[config.mk]
export PLATFORM = sky130hd
export DESIGN_NAME = keypad_scanner
export DESIGN_NICKNAME = d
export VERILOG_FILES = /design/src/rtl/keypad_pkg.sv /design/src/rtl/keypad_col_sync.sv /design/src/rtl/keypad_scanner.sv
export SDC_FILE = /design/constraint.sdc
export NUM_CORES = 1
export LEC_CHECK = 0
export ABC_CLOCK_PERIOD_IN_PS = 3850
export BUFFER_PORTS_ARGS = -buffer_cell sky130_fd_sc_hd__buf_2
export CAP_MARGIN = 20
export CORE_MARGIN = 3
export CORE_UTILIZATION = 40
export DETAILED_ROUTE_END_ITERATION = 10
export HOLD_SLACK_MARGIN = 0.12
export PLACE_DENSITY_LB_ADDON = 0.1
export SLEW_MARGIN = 20
export SYNTH_ARGS = -nofsm -noshare
export SYNTH_HDL_FRONTEND = slang
export SYNTH_SLANG_ARGS = --single-unit
[constraint.sdc]
create_clock -name clk -period 3.85 [get_ports clk]
set_clock_uncertainty 0.1 [all_clocks]
set_input_delay 0.5775 -clock clk [delete_from_list [all_inputs] [get_ports clk]]
set_output_delay 0.5775 -clock clk [all_outputs]
set_load 0.005 [all_outputs]
[src/rtl/keypad_pkg.sv]
// rtl/keypad_pkg.sv - shared types, defaults and helpers for the keypad scanner
package keypad_pkg;

    typedef enum logic [1:0] {
        SCAN     = 2'd0,
        DEBOUNCE = 2'd1,
        HELD     = 2'd2,
        RELEASE  = 2'd3
    } scan_state_t;

    localparam int KP_ROWS           = 4;
    localparam int KP_COLS           = 4;
    localparam int KP_SCAN_CYCLES    = 24000;
    localparam int KP_DEBOUNCE_SCANS = 20;

    function automatic int kp_code_w(input int rows, input int cols);
        return $clog2(rows * cols);
    endfunction

endpackage

[src/rtl/keypad_col_sync.sv]
// rtl/keypad_col_sync.sv - 2-FF synchroniser for the raw column pins, resets to all ones (released)
module keypad_col_sync #(
    parameter int WIDTH = 4
) (
    input  logic             clk,
    input  logic             reset,
    input  logic [WIDTH-1:0] i_async,
    output logic [WIDTH-1:0] o_sync
);

    logic [WIDTH-1:0] r_meta;
    logic [WIDTH-1:0] r_sync;

    always_ff @(posedge clk or negedge reset) begin
        if (!reset) begin
            r_meta <= '1;
            r_sync <= '1;
        end else begin
            r_meta <= i_async;
            r_sync <= r_meta;
        end
    end

    assign o_sync = r_sync;

endmodule

[src/rtl/keypad_scanner.sv]
// rtl/keypad_scanner.sv - matrix keypad scanner with press/release debounce and one-cycle key strobe
// Optional KEYPAD_GHOST_REJECT_EN: samples with two or more low columns are treated as invalid.
module keypad_scanner
    import keypad_pkg::*;
#(
    parameter int  ROWS           = KP_ROWS,
    parameter int  COLS           = KP_COLS,
    parameter int  SCAN_CYCLES    = KP_SCAN_CYCLES,
    parameter int  DEBOUNCE_SCANS = KP_DEBOUNCE_SCANS,
    localparam int KW             = kp_code_w(ROWS, COLS)
) (
    input  logic            clk,
    input  logic            reset,
    output logic [ROWS-1:0] rows_n,
    input  logic [COLS-1:0] cols_n,
    output logic [KW-1:0]   key_code,
    output logic            key_valid,
    output logic            key_held
);

    localparam int DW  = (SCAN_CYCLES > 1) ? $clog2(SCAN_CYCLES) : 1;
    localparam int DBW = $clog2(DEBOUNCE_SCANS + 1);
    localparam int RW  = $clog2(ROWS);
    localparam int CW  = $clog2(COLS);

    scan_state_t     r_state;
    logic [DW-1:0]   r_dwell;
    logic [DBW-1:0]  r_deb;
    logic [RW-1:0]   r_row_idx;
    logic [ROWS-1:0] r_rows_n;
    logic [RW-1:0]   r_cand_row;
    logic [CW-1:0]   r_cand_col;
    logic [KW-1:0]   r_key_code;
    logic            r_key_valid;
    logic            r_key_held;

    logic [COLS-1:0] w_cols_s;
    logic [COLS-1:0] w_low;
    logic            w_any;
    logic            w_invalid;
    logic [CW-1:0]   w_sel;
    logic            w_sample;
    logic            w_cand_low;
    logic [DBW-1:0]  w_deb_inc;
    logic [RW-1:0]   w_next_row;
    logic [ROWS-1:0] w_next_rows_n;
    logic [KW-1:0]   w_code_now;
    logic [KW-1:0]   w_code_cand;

    keypad_col_sync #(.WIDTH(COLS)) u_col_sync (
        .clk     (clk),
        .reset   (reset),
        .i_async (cols_n),
        .o_sync  (w_cols_s)
    );

    assign w_low      = ~w_cols_s;
    assign w_any      = |w_low;
    assign w_sample   = (r_dwell == DW'(SCAN_CYCLES - 1));
    assign w_cand_low = w_low[r_cand_col];
    assign w_deb_inc  = r_deb + DBW'(1);

`ifdef KEYPAD_GHOST_REJECT_EN
    assign w_invalid  = |(w_low & (w_low - COLS'(1)));
`else
    assign w_invalid  = 1'b0;
`endif

    // Lowest-index low column wins.
    always_comb begin
        w_sel = '0;
        for (int c = COLS - 1; c >= 0; c--) begin
            if (w_low[c]) w_sel = CW'(c);
        end
    end

    assign w_next_row    = (r_row_idx == RW'(ROWS - 1)) ? '0 : r_row_idx + RW'(1);
    assign w_next_rows_n = ~(ROWS'(1) << w_next_row);
    assign w_code_now    = KW'(r_row_idx) * KW'(COLS) + KW'(w_sel);
    assign w_code_cand   = KW'(r_cand_row) * KW'(COLS) + KW'(r_cand_col);

    always_ff @(posedge clk or negedge reset) begin
        if (!reset) begin
            r_state     <= SCAN;
            r_dwell     <= '0;
            r_deb       <= '0;
            r_row_idx   <= '0;
            r_rows_n    <= ~ROWS'(1);
            r_cand_row  <= '0;
            r_cand_col  <= '0;
            r_key_code  <= '0;
            r_key_valid <= 1'b0;
            r_key_held  <= 1'b0;
        end else begin
            r_key_valid <= 1'b0;
            r_dwell     <= w_sample ? '0 : r_dwell + DW'(1);
            if (w_sample) begin
                case (r_state)
                    SCAN: begin
                        if (w_any && !w_invalid) begin
                            r_cand_row <= r_row_idx;
                            r_cand_col <= w_sel;
                            r_deb      <= DBW'(1);
                            if (DEBOUNCE_SCANS == 1) begin
                                r_key_code  <= w_code_now;
                                r_key_valid <= 1'b1;
                                r_key_held  <= 1'b1;
                                r_state     <= HELD;
                            end else begin
                                r_state <= DEBOUNCE;
                            end
                        end else begin
                            r_row_idx <= w_next_row;
                            r_rows_n  <= w_next_rows_n;
                        end
                    end
                    DEBOUNCE: begin
                        if (w_cand_low && !w_invalid) begin
                            if (w_deb_inc == DBW'(DEBOUNCE_SCANS)) begin
                                r_key_code  <= w_code_cand;
                                r_key_valid <= 1'b1;
                                r_key_held  <= 1'b1;
                                r_state     <= HELD;
                            end
                            r_deb <= w_deb_inc;
                        end else begin
                            r_deb     <= '0;
                            r_state   <= SCAN;
                            r_row_idx <= w_next_row;
                            r_rows_n  <= w_next_rows_n;
                        end
                    end
                    HELD: begin
                        // Only the accepted column matters here; other keys in the row are ignored.
                        if (!w_cand_low) begin
                            if (DEBOUNCE_SCANS == 1) begin
                                r_key_held <= 1'b0;
                                r_deb      <= '0;
                                r_state    <= SCAN;
                                r_row_idx  <= w_next_row;
                                r_rows_n   <= w_next_rows_n;
                            end else begin
                                r_deb   <= DBW'(1);
                                r_state <= RELEASE;
                            end
                        end
                    end
                    RELEASE: begin
                        if (!w_cand_low) begin
                            if (w_deb_inc == DBW'(DEBOUNCE_SCANS)) begin
                                r_key_held <= 1'b0;
                                r_deb      <= '0;
                                r_state    <= SCAN;
                                r_row_idx  <= w_next_row;
                                r_rows_n   <= w_next_rows_n;
                            end else begin
                                r_deb <= w_deb_inc;
                            end
                        end else begin
                            r_state <= HELD;
                        end
                    end
                    default: r_state <= SCAN;
                endcase
            end
        end
    end

    assign rows_n    = r_rows_n;
    assign key_code  = r_key_code;
    assign key_valid = r_key_valid;
    assign key_held  = r_key_held;

endmodule

* Word level (Yosys, flattened, before mapping)
Index checks and enable logic that the tools add are counted.
** Storage, ports and cells
- Flip-flop bits (word level) :: 46
- Logic and storage cells :: 86
- Memories kept :: 0
- Input port bits :: 6
- Bits in read-only memories :: 0
- Bits in latches :: 0
- Output and inout port bits :: 10
- RAM bits :: 0
** Cells by class
- Equal/unequal tests :: 16
- Reduce and logical (&&, ||, !) cells :: 10
- Magnitude comparators :: 1
- $add $sub $neg :: 4
- Div/mod/pow operators :: 0
- Muxes and demuxes :: 40
- Shifts and indexed selects :: 1
- Bitwise gates (word level) :: 2
- $mul :: 0
** Operators by type and width (count)
- $mux 2 :: 15
- $mux 5 :: 5
- $pmux 5 s4 :: 1
- $mux 4 :: 4
- $ne 2x2->1 const B :: 8
- $add 15x1->15 const B :: 1
- $eq 15x15->1 const B :: 1
- $mux 15 :: 1
- $pmux 4 s3 :: 1
- $reduce_and 6->1 :: 2
- $mux 1 :: 9
- $not 4->4 :: 2
- $pmux 2 s4 :: 1
- $reduce_and 4->1 :: 2
- $eq 2x2->1 const B :: 3
- $ne 3x3->1 const B :: 2
- $pmux 2 s3 :: 1
- $add 5x1->5 const B :: 1
- $eq 5x5->1 const B :: 1
- $reduce_and 5->1 :: 1
- $add 4x2->4 :: 1
- $reduce_or 4->1 :: 1
- $shl 1x2->4 const A :: 1
- $lt 2x3->1 const B :: 1
- other kinds (8) :: 8

* Logic depth before layout (Yosys ltp)
- Depth in word-level cells :: 7
- Mapped depth :: 7

* Modules after synthesis
From an unflattened synthesis, not the netlist that was laid out.
** Unflattened totals
- Cell total of the unflattened synthesis :: 202
- Area, all modules :: 2169.6 um^2
** By module, submodules not included
- keypad_scanner :: cells an instance 194, area each 1959.4 um^2, instances 1, seq. area each 954.7 um^2
- keypad_col_sync :: cells an instance 8, area each 210.2 um^2, instances 1, seq. area each 210.2 um^2

* Worst setup path before layout
No wires, ideal clock.
- Path type :: reg-to-reg
- Start point :: reg r_deb[0]
- End point :: reg r_key_code[0], in the netlist key_code[0]
- Required time :: 3625 ps
- Data arrival time :: 2111 ps
- Cell stages (with the launch flop) :: 7
- Path buffers :: 0
- Path slack :: 1514 ps
- Cells stage by stage :: dfrtp_1 -> ha_1 -> and2b_1 -> a31oi_1 -> a2111oi_2 -> nand3_1 -> mux2_2
** On the way
- Cells in the longest elaborated chain, start to end :: 3
** Ends and longest elaborated chain
- from (decl) :: RTL line keypad_scanner.sv:28 : logic [DBW-1:0] r_deb;
- from (signal assigned) :: RTL line keypad_scanner.sv:125 : r_deb <= w_deb_inc;
- from (signal assigned) :: RTL line keypad_scanner.sv:157 : r_deb <= w_deb_inc;
- $add 5x1->5 :: RTL line keypad_scanner.sv:61 : assign w_deb_inc = r_deb + DBW'(1);
- $eq 5x5->1 :: RTL line keypad_scanner.sv:119 : if (w_deb_inc == DBW'(DEBOUNCE_SCANS)) begin
- $reduce_and 4->1 (no line)
- to (signal assigned) :: RTL line keypad_scanner.sv:105 : r_key_code <= w_code_now;
- to (signal assigned) :: RTL line keypad_scanner.sv:120 : r_key_code <= w_code_cand;
- to (decl) :: RTL line keypad_scanner.sv:33 : logic [KW-1:0] r_key_code;
Every way passes these cells.
A chain may end at the register's enable or synchronous reset.

* Worst setup path in the final report
- Start point :: reg r_deb[0]
- End point :: reg r_key_code[1], in the netlist key_code[1]
The elaborated chain is that of the path after synthesis.

==> out/metrics.yaml <==
status:
  status: "finished clean"
worst_setup_path:
  cp.depth: 6
  cp_slowest_cell: "a2111oi_2"
  worstReg2RegEnd: "key_code[1]"
  crit_path_max_fanout: 7
  arrival_ns: 2.90
  crit_start: "r_deb[0]"
  slowest_delay_ns: 0.82
  crit_family: "compound AO/OA/AOI/OAI gates"
  path_cells: "ha_1, and2b_1, a31oi_1, a2111oi_2, nand3_1, mux2_2"
  worstPathRequired_ns: 3.93
  cp_num_buf_inv: 0
  r2r_slack_ns: 1.04
  reg2reg_from: "r_deb[0]"
  critical_path_class: "reg2reg"
  reg2regPathDepth: 6
  critPathCaptureType: "flop"
  crit_end: "key_code[1]"
  critPathLaunchType: "flop"
timing:
  period_share_pct: 73.1
  finalWorstSetupSlack_ns: 1.04
  fmaxAchievable_ghz: 0.355
  slew_violations: 0
  hold_viol: 0
  setup_tns_ns: 0
  rsz0062_at_grt: "false"
  period_needed_ns: 2.81
  relSlewSlack_pct: 43.0
  worst_slew_pin_slew_ns: 0.853
  setup_viol: 0
pwr:
  leakagePower_nw: 1.16
  seq_power_share_pct: 52.2
  intPower_mw: 0.773
  powerDensity_nw_per_um2: 379
  combPwrFrac_pct: 1.9
  max-vdd-ir-drop_uv: 261
  p_sw_mw: 0.173
  clkPwrFrac_pct: 45.9
  switching_share_pct: 18.3
yosys:
  synthFlopType: "dfrtp_1"
  synth_area_leaders: "dfrtp_1, dfstp_2, mux2_2"
  ys_warn_count: 0
  synth_area_um2: 2200
  ys_seq_elements: 46
  synth_top_cell_by_area: "dfrtp_1"
  synth_nets: 206
  synth_edf_count: 0
  async_reset_ff_share_pct: 100
  synth_seq_area_share_pct: 52.8
  synth_area_per_cell_um2: 11.4
  synth_cells: 193
  yosys.cell_types.count: 47
  netlist.area_leader.share_pct: 39.7
clocking:
  tritoncts: "done"
  insertion_delay_ns: 0.30
  cts_root_buf: "clkbuf_8"
  cts.clk_slew.worst_paths_ns: 0.08
  cts_made_buffers: 5
  ctsResizeCount: 0
  cts_hold_buffers: 0
  clk_path_buf_depth: 2
  clock_sinks: 46
  cts_setup_buffers: 0
  cts_htree_levels: 2
floorplanning:
  dieHeight_um: 80.2
  die_x_um: 80.2
  core.rowCount: 26
  start_util_pct: 42.4
  coreArea_um2: 5200
  die_area_um2: 6440
  io_pins: 16
flow_run:
  cap_viol_max_count: 0
route:
  drtPass1Iterations: 6
  drtIter0Drc: 38
  wl_per_cell_um: 14.2
  drc_errors: 0
  num_vias: 1498
  via_per_inst: 5.31
  drtAntennaViolNets: 0
  drt_wl_total_mm: 4.00
place:
  hpwlAfterDp_mm: 2.85
  place_ws_ns: 1.08
  gp_congestion: 0.809
  io_buffers: 15
global_route:
  grt_pass1_vias: 1547
  overflow: 0
  grt_antenna_before_repair: 0
  grt_pass1_wl_mm: 7.37
  grt_util_all_layers_pct: 14.6
  grt_max_degree: 47
final_layout:
  area_growth_pct: 13.2
  diodes: 0
  layout-drive-gt1-share_pct: 25.5
  final_nets: 224
min_path:
  min_path_type: "in2async"
## cell usage in the layout, fill, tap and decap left out, drive strengths merged, types with 2 or more instances in the layout
| master | n |
|---|---|
| nand2 | 8 |
| a21o | 2 |
| nor2 | 18 |
| bufinv | 2 |
| nand2b | 2 |
| dfrtp | 35 |
| clkbuf | 6 |
| xor2 | 7 |
| nand3 | 12 |
| and3 | 2 |
| inv | 14 |
| mux2 | 11 |
| a21oi | 4 |
| buf | 15 |
| ha | 7 |
| dfstp | 11 |
| nor2b | 4 |
| o21ai | 6 |
| nand4 | 4 |
| a211oi | 2 |
| nor3 | 4 |
| xnor2 | 6 |
| nor4 | 2 |
| a31oi | 2 |
| mux2i | 5 |
## power by group through the flow
stage | clock network [mW] | logic, mW | registers, mW
finish | 0.434 | 0.0184 | 0.493
detailed placement | 0 | 0.0190 | 0.503
CTS | 0.445 | 0.0190 | 0.493
global route | 0.469 | 0.0217 | 0.495
floorplan | 0 | 0.00557 | 0.502
global placement | 0 | 0.0183 | 0.502
## sequential cells by signal (all words and copies together) (netlist names), named ones only
name / cells
key_code: 4
key_held: 1
key_valid: 1
r_cand_col: 2
r_cand_row: 2
r_deb: 5
r_dwell: 15
r_row_idx: 2
r_state: 1
rows_n: 4
u_col_sync.o_sync: 4
u_col_sync.r_meta: 4
## routing by layer
metal,up-vias,track usage [%],wire length (um)
li1,717,-,-
met1,752,19.7,1950
met2,24,23.1,1850
met3,5,3.48,145
met4,0,4.56,57
met5,-,0,0
## how the worst min path moves through the flow
stage                                     from  depth (start not counted)              endpoint
after floorplan                          reset                          0             async pin
after global placement    u_col_sync.r_meta[0]                          0  u_col_sync.o_sync[0]
after detailed placement  u_col_sync.r_meta[1]                          0  u_col_sync.o_sync[1]
after CTS                 u_col_sync.r_meta[0]                          0  u_col_sync.o_sync[0]
after global routing                     reset                          1              r_deb[2]
final                                    reset                          1              r_deb[3]
## Yosys cell counts (2+ instances only)
cell type / n
nor4_1: 2
a21o_1: 2
a21oi_1: 4
xor2_1: 7
and3_1: 2
a211oi_1: 2
xnor2_1: 6
mux2_2: 11
nand2b_1: 2
nor2_1: 17
nand3_1: 12
nand4_1: 3
clkbuf_1: 3
nand2_1: 8
dfstp_2: 11
mux2i_1: 5
nor2b_1: 4
dfrtp_1: 35
inv_1: 14
a31oi_1: 2
o21ai_0: 6
ha_1: 7
nor3_1: 4
## cells by family (layout without fill, tap and decap cells)
kind of cell | after synthesis | count (layout) | share of synthesized area (%)
fa+ha+maj | 7 | 7 | 3.97
flops | 46 | 46 | 52.8
compound gates | 30 | 30 | 11.3
simple gates | 62 | 62 | 14.7
mux | 17 | 17 | 8.91
xor+xnor | 13 | 13 | 5.16
buf+inv | 18 | 37 | 3.12
## metrics by stage
stage | hold slack [ns] | util, % | area [um^2] | total power, mW | std cells
global route | 0.209 | 48.0 | 2500 | 0.985 | 282
CTS | 0.259 | 47.9 | 2490 | 0.957 | 282
floorplan | 0.182 | - | 2200 | 0.507 | 193
global placement | 0.246 | 45.2 | 2350 | 0.521 | 274
detailed placement | 0.247 | 45.2 | 2350 | 0.522 | 274
finish | 0.167 | 48.0 | 2500 | 0.946 | 282
## area by class of cell
cell class | count | area, um^2
clock inverters | 2 | 60.1
multi-input cells | 129 | 971
well taps | 70 | 87.6
repair buffers | 15 | 77.6
clock buffers | 6 | 82.6
fillers | 475 | 2710
inverters | 14 | 52.6
flip-flops and latches | 46 | 1160
Note: power is estimated with default switching activity, not from simulation.
